$ cat config.mk
export PLATFORM = sky130hd
export DESIGN_NAME = ex_muldiv_ctrl_flat
export DESIGN_NICKNAME = d
export VERILOG_FILES = /design/src/rtl/riscv_pkg.sv /design/src/rtl/ex_muldiv_ctrl_if.sv /design/src/rtl/muldiv_datapath.sv /design/src/rtl/ex_muldiv_ctrl.sv /design/src/flat_wrapper.sv
export SDC_FILE = /design/constraint.sdc
export NUM_CORES = 1
export LEC_CHECK = 0
export BUFFER_PORTS_ARGS = -buffer_cell sky130_fd_sc_hd__buf_2
export CAP_MARGIN = 20
export CELL_PAD_IN_SITES_DETAIL_PLACEMENT = 1
export CELL_PAD_IN_SITES_GLOBAL_PLACEMENT = 1
export CORE_MARGIN = 2
export CORE_UTILIZATION = 30
export DETAILED_ROUTE_END_ITERATION = 12
export PLACE_DENSITY = 0.64
export SKIP_LAST_GASP = 1
export SLEW_MARGIN = 10
export SYNTH_ARGS = -nofsm -noshare
export SYNTH_HDL_FRONTEND = slang
export SYNTH_HIERARCHICAL = 1
export SYNTH_SLANG_ARGS = --single-unit
$ cat constraint.sdc
create_clock -name CLK -period 5.15 [get_ports CLK]
set_input_delay 0.2575 -clock CLK [delete_from_list [all_inputs] [get_ports CLK]]
set_output_delay 0.2575 -clock CLK [all_outputs]
set_load 0.01 [all_outputs]
$ cat src/rtl/riscv_pkg.sv
// Shared encodings for the EX-stage RV32M multiply/divide sequencer:
// funct3 op codes, FSM state encoding and the special-case result constants.
package riscv_pkg;

    typedef enum logic [2:0] {
        MOP_MUL    = 3'd0,
        MOP_MULH   = 3'd1,
        MOP_MULHSU = 3'd2,
        MOP_MULHU  = 3'd3,
        MOP_DIV    = 3'd4,
        MOP_DIVU   = 3'd5,
        MOP_REM    = 3'd6,
        MOP_REMU   = 3'd7
    } mop_e;

    typedef enum logic [1:0] {
        ST_IDLE = 2'd0,
        ST_CALC = 2'd1,
        ST_FIX  = 2'd2,
        ST_DONE = 2'd3
    } state_e;

    localparam logic [31:0] DIV0_Q  = 32'hFFFFFFFF;
    localparam logic [31:0] INT_MIN = 32'h80000000;

endpackage

$ cat src/rtl/ex_muldiv_ctrl_if.sv
// Handshake/operand bundle between the EX stage (master) and the M unit (slave).
interface ex_muldiv_ctrl_if #(
    parameter int XLEN = 32
);
    logic            StartE;
    logic [2:0]      MOpE;
    logic [XLEN-1:0] SrcAE;
    logic [XLEN-1:0] SrcBE;
    logic            KillE;
    logic            BusyE;
    logic            DoneE;
    logic [XLEN-1:0] MResultE;

    modport master (
        output StartE, MOpE, SrcAE, SrcBE, KillE,
        input  BusyE, DoneE, MResultE
    );

    modport slave (
        input  StartE, MOpE, SrcAE, SrcBE, KillE,
        output BusyE, DoneE, MResultE
    );
endinterface

$ cat src/rtl/muldiv_datapath.sv
// Radix-2 multiply / restoring divide datapath: operand magnitudes, 64-bit
// accumulator, one step per i_step, sign fixup and result register.
// Accumulator layout: mul -> {partial hi, multiplier lo};
//                     div -> {remainder, dividend/quotient}.
module muldiv_datapath
    import riscv_pkg::*;
#(
    parameter int XLEN = 32
) (
    input  logic            CLK,
    input  logic            reset,
    input  logic            i_load,
    input  logic            i_step,
    input  logic            i_fix,
    input  logic            i_spec,
    input  mop_e            i_op,
    input  logic [XLEN-1:0] i_a,
    input  logic [XLEN-1:0] i_b,
    input  logic [XLEN-1:0] i_spec_val,
    output logic [XLEN-1:0] o_result
);

    mop_e              r_op;
    logic              r_neg_a;
    logic              r_neg_b;
    logic [XLEN-1:0]   r_b;
    logic [2*XLEN-1:0] r_acc;
    logic [XLEN-1:0]   r_result;

    logic              w_sa, w_sb;
    logic [XLEN-1:0]   w_mag_a, w_mag_b;
    logic [XLEN:0]     w_add;
    logic [XLEN:0]     w_rsh;
    logic              w_ge;
    logic [XLEN-1:0]   w_sub;
    logic [2*XLEN-1:0] w_acc_next;
    logic [2*XLEN-1:0] w_prod;
    logic [XLEN-1:0]   w_quo, w_rem, w_fix_res;

    // Operand sign flags depend on the op; unsigned operands never negate.
    assign w_sa    = i_a[XLEN-1] & (i_op inside {MOP_MULH, MOP_MULHSU, MOP_DIV, MOP_REM});
    assign w_sb    = i_b[XLEN-1] & (i_op inside {MOP_MULH, MOP_DIV, MOP_REM});
    assign w_mag_a = w_sa ? -i_a : i_a;
    assign w_mag_b = w_sb ? -i_b : i_b;

    // Shift-add for mul, trial subtract of the shifted remainder for div.
    assign w_add = {1'b0, r_acc[2*XLEN-1:XLEN]} + {1'b0, r_b};
    assign w_rsh = r_acc[2*XLEN-1:XLEN-1];
    assign w_ge  = (w_rsh >= {1'b0, r_b});
    assign w_sub = w_rsh[XLEN-1:0] - r_b;   // fits XLEN bits whenever w_ge

    // Next accumulator value for one iteration of the current op.
    always_comb begin
        w_acc_next = r_acc;
        if (r_op[2]) begin
            if (w_ge) w_acc_next = {w_sub, r_acc[XLEN-2:0], 1'b1};
            else      w_acc_next = {r_acc[2*XLEN-2:0], 1'b0};
        end else begin
            if (r_acc[0]) w_acc_next = {w_add, r_acc[XLEN-1:1]};
            else          w_acc_next = {1'b0, r_acc[2*XLEN-1:1]};
        end
    end

    assign w_prod = (r_neg_a ^ r_neg_b) ? -r_acc : r_acc;
    assign w_quo  = (r_neg_a ^ r_neg_b) ? -r_acc[XLEN-1:0] : r_acc[XLEN-1:0];
    assign w_rem  = r_neg_a ? -r_acc[2*XLEN-1:XLEN] : r_acc[2*XLEN-1:XLEN];

    // Pick the architectural result half for the latched op.
    always_comb begin
        w_fix_res = '0;
        case (r_op)
            MOP_MUL:                         w_fix_res = w_prod[XLEN-1:0];
            MOP_MULH, MOP_MULHSU, MOP_MULHU: w_fix_res = w_prod[2*XLEN-1:XLEN];
            MOP_DIV, MOP_DIVU:               w_fix_res = w_quo;
            MOP_REM, MOP_REMU:               w_fix_res = w_rem;
            default:                         w_fix_res = '0;
        endcase
    end

    // Operand latch at start, then one iteration per step.
    always_ff @(posedge CLK or posedge reset) begin
        if (reset) begin
            r_op    <= MOP_MUL;
            r_neg_a <= 1'b0;
            r_neg_b <= 1'b0;
            r_b     <= '0;
            r_acc   <= '0;
        end else if (i_load) begin
            r_op    <= i_op;
            r_neg_a <= w_sa;
            r_neg_b <= w_sb;
            r_b     <= w_mag_b;
            r_acc   <= {{XLEN{1'b0}}, w_mag_a};
        end else if (i_step) begin
            r_acc   <= w_acc_next;
        end
    end

    // Result register: written by the special-case shortcut or by fixup, held otherwise.
    always_ff @(posedge CLK or posedge reset) begin
        if (reset)       r_result <= '0;
        else if (i_spec) r_result <= i_spec_val;
        else if (i_fix)  r_result <= w_fix_res;
    end

    assign o_result = r_result;

endmodule

$ cat src/rtl/ex_muldiv_ctrl.sv
// EX-stage RV32M sequencer: FSM, iteration counter and special-case
// detection (divide by zero, signed overflow) around muldiv_datapath.
module ex_muldiv_ctrl
    import riscv_pkg::*;
#(
    parameter int XLEN  = 32,
    parameter int CNT_W = 5
) (
    input  logic                 CLK,
    input  logic                 reset,
    ex_muldiv_ctrl_if.slave      bus
);

    state_e           r_state, w_next;
    logic [CNT_W-1:0] r_cnt;

    mop_e             w_op;
    logic             w_special;
    logic [XLEN-1:0]  w_spec_val;
    logic             w_load, w_spec_ld, w_step, w_fix;
    logic             w_busy, w_done;
    logic [XLEN-1:0]  w_result;

    assign w_op = mop_e'(bus.MOpE);

    // Div/rem results that need no iteration are resolved at start.
    assign w_special = w_op[2] &&
                       ((bus.SrcBE == '0) ||
                        (!w_op[0] && bus.SrcAE == INT_MIN && bus.SrcBE == DIV0_Q));

    assign w_spec_val = (bus.SrcBE == '0) ? (w_op[1] ? bus.SrcAE : DIV0_Q)
                                          : (w_op[1] ? '0 : INT_MIN);

    // State register.
    always_ff @(posedge CLK or posedge reset) begin
        if (reset) r_state <= ST_IDLE;
        else       r_state <= w_next;
    end

    // Next-state and control decode; KillE beats every transition out of a busy state.
    always_comb begin
        w_next    = r_state;
        w_load    = 1'b0;
        w_spec_ld = 1'b0;
        w_step    = 1'b0;
        w_fix     = 1'b0;
        w_busy    = 1'b0;
        w_done    = 1'b0;
        case (r_state)
            ST_IDLE: begin
                w_busy = bus.StartE;
                if (bus.StartE) begin
                    if (w_special) begin
                        w_spec_ld = 1'b1;
                        w_next    = ST_DONE;
                    end else begin
                        w_load = 1'b1;
                        w_next = ST_CALC;
                    end
                end
            end
            ST_CALC: begin
                w_busy = 1'b1;
                if (bus.KillE) begin
                    w_next = ST_IDLE;
                end else begin
                    w_step = 1'b1;
                    if (r_cnt == CNT_W'(XLEN-1)) w_next = ST_FIX;
                end
            end
            ST_FIX: begin
                w_busy = 1'b1;
                if (bus.KillE) begin
                    w_next = ST_IDLE;
                end else begin
                    w_fix  = 1'b1;
                    w_next = ST_DONE;
                end
            end
            ST_DONE: begin
                w_done = ~bus.KillE;
                w_next = ST_IDLE;
            end
            default: w_next = ST_IDLE;
        endcase
    end

    // Iteration counter, cleared at start and advanced once per CALC step.
    always_ff @(posedge CLK or posedge reset) begin
        if (reset)       r_cnt <= '0;
        else if (w_load) r_cnt <= '0;
        else if (w_step) r_cnt <= r_cnt + 1'b1;
    end

    muldiv_datapath #(
        .XLEN (XLEN)
    ) u_dp (
        .CLK        (CLK),
        .reset      (reset),
        .i_load     (w_load),
        .i_step     (w_step),
        .i_fix      (w_fix),
        .i_spec     (w_spec_ld),
        .i_op       (w_op),
        .i_a        (bus.SrcAE),
        .i_b        (bus.SrcBE),
        .i_spec_val (w_spec_val),
        .o_result   (w_result)
    );

    // Stall request must drop the instant reset rises, whatever StartE does.
    assign bus.BusyE    = w_busy & ~reset;
    assign bus.DoneE    = w_done & ~reset;
    assign bus.MResultE = w_result;

endmodule

$ cat src/flat_wrapper.sv
// flat-port wrapper written by rule: the top's interface ports become plain ports
module ex_muldiv_ctrl_flat import riscv_pkg::*;
#(
    parameter int XLEN  = 32,
    parameter int CNT_W = 5
)
  (CLK, reset, bus_StartE, bus_MOpE, bus_SrcAE, bus_SrcBE, bus_KillE, bus_BusyE, bus_DoneE, bus_MResultE);
  ex_muldiv_ctrl_if #(.XLEN(XLEN)) bus_i ();
  input  logic CLK;
  input  logic reset;
  input wire logic [$bits(bus_i.StartE)-1:0] bus_StartE;
  input wire logic [$bits(bus_i.MOpE)-1:0] bus_MOpE;
  input wire logic [$bits(bus_i.SrcAE)-1:0] bus_SrcAE;
  input wire logic [$bits(bus_i.SrcBE)-1:0] bus_SrcBE;
  input wire logic [$bits(bus_i.KillE)-1:0] bus_KillE;
  output wire logic [$bits(bus_i.BusyE)-1:0] bus_BusyE;
  output wire logic [$bits(bus_i.DoneE)-1:0] bus_DoneE;
  output wire logic [$bits(bus_i.MResultE)-1:0] bus_MResultE;
  assign bus_i.StartE = bus_StartE;
  assign bus_i.MOpE = bus_MOpE;
  assign bus_i.SrcAE = bus_SrcAE;
  assign bus_i.SrcBE = bus_SrcBE;
  assign bus_i.KillE = bus_KillE;
  assign bus_BusyE = bus_i.BusyE;
  assign bus_DoneE = bus_i.DoneE;
  assign bus_MResultE = bus_i.MResultE;
  ex_muldiv_ctrl #(.XLEN(XLEN), .CNT_W(CNT_W)) u_core (.CLK(CLK), .reset(reset), .bus(bus_i));
endmodule
Word level (Yosys, flattened, before mapping)
Cells that the tools add are included.
{"block": "word_totals", "ff_bits": 140, "inputBits": 71, "out_inout_bits": 34}
{"block": "classes", "addsub": 8, "n_lt_le_gt_ge": 1, "n_eq_ne": 19, "mux": 35, "bitwise": 7, "n_reduce_logical": 17}
{"cell": "$mux 64", "count": 6}
{"cell": "$mux 32", "count": 9}
{"cell": "$neg 32->32", "count": 4}
{"cell": "$pmux 32 s4", "count": 1}
{"cell": "$eq 32x32->1 const B", "count": 2}
{"cell": "$neg 64->64", "count": 1}
{"cell": "$add 32x32->33", "count": 1}
{"cell": "$ge 33x32->1", "count": 1}
{"cell": "$logic_not 32->1", "count": 1}
{"cell": "$sub 32x32->32", "count": 1}
{"cell": "$eq 3x3->1 const B", "count": 6}
{"cell": "$mux 1", "count": 10}
{"cell": "$mux 2", "count": 5}
{"cell": "$mux 5", "count": 2}
{"cell": "$eq 3x2->1 const B", "count": 3}
{"cell": "$pmux 2 s4", "count": 1}
{"cell": "$eq 3x1->1 const B", "count": 2}
{"cell": "$reduce_or 2->1", "count": 3}
{"cell": "$add 5x1->5 const B", "count": 1}
{"cell": "$eq 5x5->1 const B", "count": 1}
{"cell": "$and 1x1->1", "count": 4}
{"cell": "$eq 2x2->1 const B", "count": 2}
{"cell": "$reduce_bool 2->1", "count": 2}
{"cell": "$reduce_bool 4->1", "count": 1}
{"cell": "14 further kinds", "count": 17}

Logic depth before layout (Yosys ltp)
{"block": "logic_depth", "word_depth": 9, "depth_mapped": 14, "depth_no_buf": 13}

By module
The synthesis kept the hierarchy.
{"module": "muldiv_datapath", "n_inst": 1, "cells_each": 1876, "area_each_um2": 14027.2, "seq_area_each_um2": 3328.2}
{"module": "ex_muldiv_ctrl", "n_inst": 1, "cells_each": 158, "area_each_um2": 1193.6, "seq_area_each_um2": 175.2}

Worst setup path before layout
No wires, ideal clock.
{"block": "synth_path", "kind": "register to register", "start": "register u_core.u_dp.r_acc[31]", "end": "register u_core.u_dp.r_acc[60]", "setup_time_ps": 95, "t_arrival_ps": 3061, "required_time_ps": 5055, "slack_ps": 1994, "path_stages_with_launch": 15, "n_path_buf": 1, "period_less_slack_ps": 3156, "path_cell_list": "dfrtp_1 clkbuf_1 inv_1 ha_1 inv_1 fa_1 a21o_1 a221oi_1 o211ai_1 a31oi_1 o21ai_0 a211oi_1 xnor2_1 nor2_1 o31ai_1"}
{"block": "synth_between", "elab_chain_cells": 5, "word_cells_on_any_way": 6, "cone_classes": "1 x add/sub; 1 x order compare; 4 x mux"}
{"element": "from (decl)", "line_no": "muldiv_datapath.sv:27", "source": "logic [2*XLEN-1:0] r_acc;"}
{"element": "from (signal assigned)", "line_no": "muldiv_datapath.sv:93", "source": "r_acc <= {{XLEN{1'b0}}, w_mag_a};"}
{"element": "from (signal assigned)", "line_no": "muldiv_datapath.sv:95", "source": "r_acc <= w_acc_next;"}
{"element": "$sub 32x32->32 or $ge 33x32->1 (tied branches)", "line_no": "muldiv_datapath.sv:50, muldiv_datapath.sv:49"}
{"element": "$mux 64 (*)", "line_no": "muldiv_datapath.sv:56", "source": "if (w_ge) w_acc_next = {w_sub, r_acc[XLEN-2:0], 1'b1};"}
{"element": "$mux 64 (*)", "line_no": "muldiv_datapath.sv:55", "source": "if (r_op[2]) begin"}
{"element": "$mux 64 (*)", "line_no": "muldiv_datapath.sv:94", "source": "end else if (i_step) begin"}
{"element": "$mux 64 (*)", "line_no": "muldiv_datapath.sv:88", "source": "end else if (i_load) begin"}
Mark *: on every way between the ends. The rest lies on a longest branch, timed or not. The select of a mux whose other input is x is not followed.
A chain may end at the register's enable or synchronous reset.

Worst setup path in the final report
{"block": "layout_path", "start": "register u_core.u_dp.r_acc[40]", "end": "register u_core.u_dp.r_acc[40]"}
{"block": "layout_between", "elab_chain_cells": 5, "word_cells_on_any_way": 7, "cone_classes": "1 x add/sub; 1 x order compare; 5 x mux"}
{"element": "$add 32x32->33 or $ge 33x32->1 (tied branches)", "line_no": "muldiv_datapath.sv:47, muldiv_datapath.sv:49"}
{"element": "$mux 64 (on tied branches)", "line_no": "muldiv_datapath.sv:59, muldiv_datapath.sv:56"}
{"element": "$mux 64 (*)", "line_no": "muldiv_datapath.sv:55"}
{"element": "$mux 64 (*)", "line_no": "muldiv_datapath.sv:94"}
{"element": "$mux 64 (*)", "line_no": "muldiv_datapath.sv:88"}
Marked as above.

==> qor.csv <==
metric,value,unit
status,"complete, no violations",
drc,0,
rr_endpoint,u_core/u_dp/r_acc[40],
tightest_slew,1.02,ns
ir_worst_vdd,0.289,mV
final_antenna_net_count,0,
cp_common_cell,buf_4,
crit_family,compound AO/OA/AOI/OAI gates,
setup_viol_count_final,0,
wl_per_cell,24.5,um
skew,0.0166,ns
cts_made_buffers,17,
yosys.cell_count.top_type,nor2_1,
post_cts_buffers,0,
syn_to_final_growth,12.0,%
max_cap_viol_count,0,
hp-start,bus_SrcBE[31],
die_area,0.0526,mm2
synth_area,0.0152,mm2
gp_congestion,0.919,
cts_num_sinks,140,
hold_path.class,primary input to flop,
syn_avg_cell_area,7.48,um2
yosys-top-cells-area,"dfrtp_1 23%, a21oi_1 7.1%, ha_1 6.2%",
fin_total_pwr,12.2,mW
fmax,0.241,GHz
cts-root-buf,clkbuf_16,
synth_warnings,6,
track_usage,0.257,
htree_levels,4,
initial_core_util,0.303,
hold_violations,0,
hpwl,51800,um
drt_iter0_markers,1493,
fp.dieW,229,um
max-slew-margin-rel,0.317,
antenna_found_initial,0,
rr_startpoint,u_core/u_dp/r_acc[40],
critPathSlowestCell,nor4_1,
endpoint_kind,flop,
r2r_slack,1.0,ns
fin_crit_sh,0.806,
rsz0062_at_grt,no,
drive_gt1_frac,0.123,
gr-total-overflow,0,
p_per_area,717,mW/mm2
rr_worst_depth,12,
cp.required,5.49,ns
fin_setup_tns,0,ns
grt_pass1_wl,103000,um
criticalPathCategory,flop to flop,
vias,16224,
synth_top_area_frac,0.230,
finalMaxSlewViolations,0,
num_io_pins,105,
min_to,u_core/u_dp/r_b[31],
ys_seq_area_frac,0.230,
async_flop_share,1.00,
synth-seq-cells,140,
yosys-top-cells-count,"220 x nor2_1, 216 x a21oi_1, 158 x nand2_1",
synth-main-ff-cell,dfrtp_1,
cp.depth,12,
num_rows,82,
n_antenna_cell,0,
cts_tree,yes,
hold_depth,3,
synthCells,2034,
insertion_delay,0.49,ns
cp_max_fo,18,
drt_pre_antenna_iters,6,
cp_num_buf_inv,2,
drt-total-wl,67700,um
die_h,229,um
max_stage_delay,0.61,ns
avgViaCountPerCell,5.88,
synth.largest_area_cell,dfrtp_1,
yosysUniqueCellTypes,81,
start_kind,flop,
arrival,4.50,ns
core_area,0.0502,mm2
portBuffers,104,
finalWorstPathRequiredPeriod,4.15,ns
clk_pin_slew,0.07,ns
grt_max_degree,94,
syn-num-nets,2183,
synth_edf_count,0,
path_cells,ha_1 > nand4_1 > nor4_1 > a221oi_1 > o21ai_0 > o32ai_1 > a31oi_4 > buf_4 > buf_4 > mux2i_1 > o221ai_1 > nor2b_1,
clockBufferDepth,2,
nNetsFinal,2222,
grt_pass1_vias,16147,
leakage,7.17,nW
sequential cells by signal, summed over array words and instances (netlist names):
signal                flops
u_core/u_dp/o_result     32
u_core/u_dp/r_acc        64
u_core/u_dp/r_neg_b       1
u_core/u_dp/r_b          32
u_core/u_dp/r_op          3
u_core/r_cnt              5
u_core/r_state            2
u_core/u_dp/r_neg_a       1
layout make-up:
| type | count | area (um2) |
|---|---|---|
| sequential | 140 | 3510 |
| tap | 672 | 841 |
| timing repair buffer | 155 | 906 |
| clock inverter | 13 | 169 |
| clock buffer | 19 | 433 |
| multi-input combinational | 1638 | 10700 |
| fill | 6179 | 33100 |
| inverter | 121 | 459 |
through the flow:
stage | area, um2 | utilization | hold slack, ns | std cells | setup slack [ns]
final | 17000 | 0.340 | 0.0780 | 2758 | 0.997
after CTS | 17000 | 0.340 | 0.0419 | 2757 | 1.06
after floorplan | 15200 | - | 0.0609 | 2034 | 1.34
after global routing | 17000 | 0.340 | 0.0686 | 2758 | 0.763
after detailed placement | 16400 | 0.327 | 0.290 | 2724 | 0.901
after global placement | 16400 | 0.327 | 0.277 | 2724 | 0.982
cell usage in the layout, fill, tap and decap left out, drive strengths merged, types with 10 or more instances in the layout:
cell type and count:
a221oi 14, nand3 39, mux2i 66, o21ai 126, nor2b 16, a21o 38, or4 11, buf 154
nor2 220, nand4 33, o41ai 11, nor4 32, dfrtp 140, o221ai 22, nand2 158, o22ai 17
ha 76, o31ai 25, nand2b 20, o211ai 17, xor2 91, xnor2 85, or3 19, a22o 11
o21bai 11, and2 10, a31oi 23, nor3 48, a21oi 246, a211oi 30, clkbuf 19, inv 121
worst max-delay path by stage:
stage / start / end / slack, ns
after CTS: u_core/u_dp/r_acc[40] / u_core/u_dp/r_acc[40] / 1.06
after detailed placement: bus_SrcAE[14] / u_core/u_dp/r_b[1] / 0.90
after global placement: bus_SrcAE[15] / u_core/u_dp/r_b[1] / 0.98
after floorplan: reset / u_core/u_dp/o_result[0] / 1.34
after global routing: u_core/u_dp/r_acc[40] / u_core/u_dp/r_acc[44] / 0.76
final: u_core/u_dp/r_acc[40] / u_core/u_dp/r_acc[40] / 1.0
metal layers:
| layer | up-vias | share of wire | track usage |
|---|---|---|---|
| li1 | 7448 | - | - |
| met1 | 8103 | 0.46 | 0.358 |
| met2 | 577 | 0.44 | 0.392 |
| met3 | 96 | 0.071 | 0.0571 |
| met4 | 0 | 0.027 | 0.0812 |
| met5 | - | 0 | 0 |
worst min-delay path, stage by stage:
cell,delay [ns]
buf_2,0.13
nand2_1,0.06
o22ai_1,0.06
cell families (layout without fill, tap and decap cells):
kind of cell               after synthesis  after routing  share of synthesized area
DFF                                    140            140                      0.230
and+or+nand+nor                        636            636                      0.199
buffers and inverters                  256            308                     0.0672
AOI/OAI and AO/OA                      674            674                      0.288
adders and majority gates               78             78                     0.0651
xor gates and xnor gates               176            176                      0.101
muxes                                   74             74                     0.0493
report_power, final:
group | switching (mW) | internal, mW
clock | 0.567 | 0.762
combinational | 5.37 | 3.11
sequential | 0.825 | 1.59
total | 6.76 | 5.46
what timing repair did:
action,in CTS,in global routing
hold endpoints to repair,7,0
gates resized for setup,0,0
hold buffers,1,0
(Power assumes the default switching activity.)
